**src/rtl/microwave_sequencer.sv**
```systemverilog
// Cooking sequencer: button edge detection, door interlock, magnetron/beeper drive
// and countdown timer control for the microwave front panel.
module microwave_sequencer #(
   parameter int unsigned BEEP_SECONDS = 3
) (
   input  logic       clock,
   input  logic       Nreset,
   input  logic       startn,
   input  logic       stopn,
   input  logic       door_closed,
   input  logic       timer_zero,
   input  logic       pgt_1Hz,
   output logic       Nenable,
   output logic       timer_en,
   output logic       timer_clearn,
   output logic       mag_on,
   output logic       beep,
   output logic [1:0] state
);

   localparam int unsigned CNT_W = 3;

   typedef enum logic [1:0] {
      ST_IDLE  = 2'b00,
      ST_COOK  = 2'b01,
      ST_PAUSE = 2'b10,
      ST_DONE  = 2'b11
   } state_e;

   state_e             state_q, state_d;
   logic [CNT_W-1:0]   beep_cnt_q, beep_cnt_d;
   logic               clearn_q, clearn_d;
   logic               startn_q, startn_qq;
   logic               stopn_q, stopn_qq;
   logic               start_ev, stop_ev;

   // Two-flop button pipeline; an event is the falling edge between the stages
   always_ff @(posedge clock or negedge Nreset) begin
      if (!Nreset) begin
         startn_q  <= 1'b1;
         startn_qq <= 1'b1;
         stopn_q   <= 1'b1;
         stopn_qq  <= 1'b1;
      end else begin
         startn_q  <= startn;
         startn_qq <= startn_q;
         stopn_q   <= stopn;
         stopn_qq  <= stopn_q;
      end
   end

   assign start_ev = startn_qq & ~startn_q;
   assign stop_ev  = stopn_qq & ~stopn_q;

   // State register, beep counter and timer clear pulse
   always_ff @(posedge clock or negedge Nreset) begin
      if (!Nreset) begin
         state_q    <= ST_IDLE;
         beep_cnt_q <= '0;
         clearn_q   <= 1'b1;
      end else begin
         state_q    <= state_d;
         beep_cnt_q <= beep_cnt_d;
         clearn_q   <= clearn_d;
      end
   end

   // Next-state logic; stop outranks start everywhere
   always_comb begin
      state_d    = state_q;
      beep_cnt_d = beep_cnt_q;
      clearn_d   = 1'b1;
      unique case (state_q)
         ST_IDLE: begin
            if (stop_ev) begin
               clearn_d = 1'b0;
            end else if (start_ev && door_closed && !timer_zero) begin
               state_d = ST_COOK;
            end
         end
         ST_COOK: begin
            if (timer_zero) begin
               state_d    = ST_DONE;
               beep_cnt_d = CNT_W'(BEEP_SECONDS);
            end else if (!door_closed || stop_ev) begin
               state_d = ST_PAUSE;
            end
         end
         ST_PAUSE: begin
            if (stop_ev) begin
               state_d  = ST_IDLE;
               clearn_d = 1'b0;
            end else if (start_ev && door_closed) begin
               state_d = ST_COOK;
            end
         end
         ST_DONE: begin
            if (stop_ev || !door_closed) begin
               state_d = ST_IDLE;
            end else if (pgt_1Hz) begin
               if (beep_cnt_q != '0) begin
                  beep_cnt_d = beep_cnt_q - CNT_W'(1);
               end
               if (beep_cnt_q == CNT_W'(1)) begin
                  state_d = ST_IDLE;
               end
            end
         end
         default: state_d = ST_IDLE;
      endcase
   end

   // Moore output decode
   always_comb begin
      Nenable  = 1'b1;
      timer_en = 1'b0;
      mag_on   = 1'b0;
      beep     = 1'b0;
      unique case (state_q)
         ST_IDLE:  Nenable = 1'b0;
         ST_COOK: begin
            mag_on   = 1'b1;
            timer_en = 1'b1;
         end
         ST_PAUSE: ;
         ST_DONE:  beep = 1'b1;
         default:  Nenable = 1'b0;
      endcase
   end

   assign timer_clearn = clearn_q;
   assign state        = state_q;

endmodule

```
**config.mk**
```make
export PLATFORM = sky130hd
export DESIGN_NAME = microwave_sequencer
export DESIGN_NICKNAME = d
export VERILOG_FILES = /design/src/rtl/microwave_sequencer.sv
export SDC_FILE = /design/constraint.sdc
export NUM_CORES = 1
export LEC_CHECK = 0
export CORE_MARGIN = 5
export CORE_UTILIZATION = 40
export CTS_CLUSTER_SIZE = 16
export DETAILED_ROUTE_END_ITERATION = 8
export PLACE_DENSITY = 0.67
export SKIP_CTS_REPAIR_TIMING = 1
export SYNTH_ARGS = -nofsm -noshare
export SYNTH_HDL_FRONTEND = slang
export SYNTH_SLANG_ARGS = --single-unit
export TNS_END_PERCENT = 30
```
**constraint.sdc**
```tcl
create_clock -name clock -period 1.8 [get_ports clock]
set_input_delay 0.54 -clock clock [delete_from_list [all_inputs] [get_ports clock]]
set_output_delay 0.54 -clock clock [all_outputs]
set_load 0.03 [all_outputs]
```
==> reports/results.txt <==
Status: complete, no violations
Ranking of synthesized cells by area: dfstp_2 (23%), dfrtp_1 (22%), ha_1 (6.7%)
Synth-to-Final Area Change: 37.0%
H-tree Lvls: 1
# nets final: 82
Setup CP Type: flop to output port
Final setup vio count: 0
CP required: 1.26 ns
1st-pass router iterations: 4
Worst Reg-to-Reg Cells: 5
Clk pin slew, worst setup/hold paths: 0.07 ns
Global route total overflow: 0
Clock latency at the later pin of the worst-skew pair: 0.26 ns
CTS Buffer Depth: 2
DR iter-0 viols: 8
Routability Congestion: 0.732
Worst Setup SP: state[1]
Top cells by count, synth: dfrtp_1 (5), dfstp_2 (5), nand2b_1 (5)
Final hold vios: 0
Final period utilization: 94.7%
P_leak: 0.000386 uW
Register area share after synthesis: 45.5%
CTS tree: yes
Sinks on Clock Net: 10
Pwr per Cell Area: 1160 nW/um^2
Initial Utilization: 42.8%
Vias in the first global route: 433
Clock Root Buffer: clkbuf_4
Post-Syn Area: 564 um^2
RR Endpoint: beep_cnt_q[2]
Fraction of registers with async set/reset: 100%
DP Area: 724 um^2
CP cell instances: buf_4, and2b_1, buf_4
Comb pwr share: 42.7%
HPWL Detailed: 858 um
Synth Register Bits: 10
Worst path depth: 3
Max-Cap Viols: 0
Die Ht: 47.6 um
Post-Synthesis Net Count: 61
Reg2Reg Setup Slack: 0.33 ns
RR Startpoint: beep_cnt_q[0]
Clock share of power: 22.2%
Minimum clock period: 1.71 ns
Slowest stage delay, CP: 0.37 ns
Worst path bufs/invs: 2
Post-synth EDFFs: 0
Worst relative slew slack: 71.5%
Worst min-delay path category: flop to flop
Total vias in the final route: 452
Die W: 47.6 um
Worst setup endpoint: mag_on
Design Area, Final: 773 um^2
IO Pins: 14
Cell taking the most area after synthesis: dfstp_2
Pint: 584 uW
Synthesis Warnings: 0
Hold Path Stages: 0
Most frequent CP cell: buf_4
Syn Inst Count: 51
Ant. Diodes: 0
Die area: 2260 um^2
Max-slew violations: 0
Crit-path slowest cell: dfrtp_1
Largest net degree at the start of global routing: 13
Worst-margin pin slew: 0.427 ns
Worst Clk Skew: 0.00350 ns
Initial antenna violation count: 0
CP delay by family, top: flip-flops
Share of the synthesized area in the top cell type: 23.3%
Total CTS buffers: 3
Psw: 316 uW
Routed length per instance: 12.9 um
Crit-path max FO: 12
Synth Flop Type: dfstp_2
First-pass GRT wire length: 1900 um
Synthesized area per cell: 11.1 um^2
Fill count: 114
Routed Antenna Nets: 0
Wirelength, routed: 1110 um
Fraction of layout cells with a size suffix above 1: 29.6%
Reg power frac: 35.1%
Fmax achieved: 0.586 GHz
Critical Path Sink Type: output port
Core Footprint: 1320 um^2
IO Port Bufs: 13
Crit path arrival time: 1.17 ns
Vias per cell: 5.26
Kind of start point of the critical path: flop
Yosys cell types: 27
Utilization after layout: 58.7%
Switching Fraction: 35.1%
DRC violations left: 0
Total track usage: 12.8%
Maximum vdd ir drop: 0.632 mV
Site Rows: 13
[worst min-delay path by stage]
| stage | startpoint | endpoint | slack (ns) |
|---|---|---|---|
| 4_1_cts | startn_q | startn_qq | 0.37 |
| 3_3_place_gp | startn_q | startn_qq | 0.36 |
| 6_report | startn_q | startn_qq | 0.37 |
| 3_5_place_dp | startn_q | startn_qq | 0.36 |
| 2_1_floorplan | Nreset | beep_cnt_q[0] | 0.24 |
| 5_1_grt | startn_q | startn_qq | 0.37 |
[per-stage QoR]
stage	setup TNS (ns)	total power (uW)	hold WS [ns]	instances	setup slack (ns)
after CTS	-0.853	915	0.369	86	-0.269
final	0	900	0.368	86	0.0950
after floorplan	0	585	0.244	51	0.00816
after global routing	-0.00128	974	0.374	86	-0.00128
after detailed placement	-0.201	710	0.359	82	-0.122
after global placement	-0.193	705	0.358	82	-0.121
[per-layer routing]
metal / vias up / wire [um] / track usage, %
met5: - / 0 / 0
li1: 225 / - / -
met3: 2 / 95 / 6.02
met1: 210 / 509 / 15.4
met2: 15 / 494 / 18.2
met4: 0 / 10 / 8.06
[cell type report]
class | instances | area, um^2 | area share, %
Multi-Input combinational cell | 36 | 280 | 36.2
Sequential cell | 10 | 256 | 33.2
Timing Repair Buffer | 18 | 170 | 22.0
Clock buffer | 4 | 36.3 | 4.69
Tap cell | 15 | 18.8 | 2.43
Inverter | 3 | 11.3 | 1.46
[worst register-to-register path, stage by stage, from the launching register on]
cell and delay, ns:
dfrtp_1 0.42, inv_1 0.10, ha_1 0.18, nand2_1 0.06
o311a_1 0.29, a311o_1 0.31
[state kept, by name, indices dropped and copies added (netlist names)]
register / cells
startn_qq: 1
beep_cnt_q: 3
startn_q: 1
state: 2
stopn_qq: 1
stopn_q: 1
timer_clearn: 1
[power groups by stage]
| stage | clock (uW) | sequential [uW] | combinational [uW] |
|---|---|---|---|
| 5_1_grt | 227 | 326 | 421 |
| 3_5_place_dp | 0 | 320 | 389 |
| 2_1_floorplan | 0 | 342 | 243 |
| 4_1_cts | 208 | 316 | 391 |
| 6_report | 199 | 316 | 384 |
| 3_3_place_gp | 0 | 321 | 384 |
[cell usage in the layout (no fill, tap or decap), drive strengths merged]
cell           count
o311a              1
a41oi              2
o21a               1
a32o               1
nor2b              4
clkbuf             4
and2               1
and4               2
nand2b             5
dfstp              5
and4b              1
buf                8
ha                 3
clkdlybuf4s50      6
a311oi             2
a311o              1
nor3b              1
or2                1
nand2              2
and2b              1
dlymetal6s2s       4
inv                3
or4                1
or2b               1
o31ai              2
mux2               1
nor2               2
dfrtp              5
[kinds of logic after synthesis]
| logic type | after synthesis | share of synthesized area [%] |
|---|---|---|
| mux | 1 | 2.00 |
| simple gates | 22 | 25.1 |
| compound gates | 10 | 15.5 |
| flops | 10 | 45.5 |
| buf+inv | 5 | 5.32 |
| fa+ha+maj | 3 | 6.65 |
(Power assumes the default switching activity.)
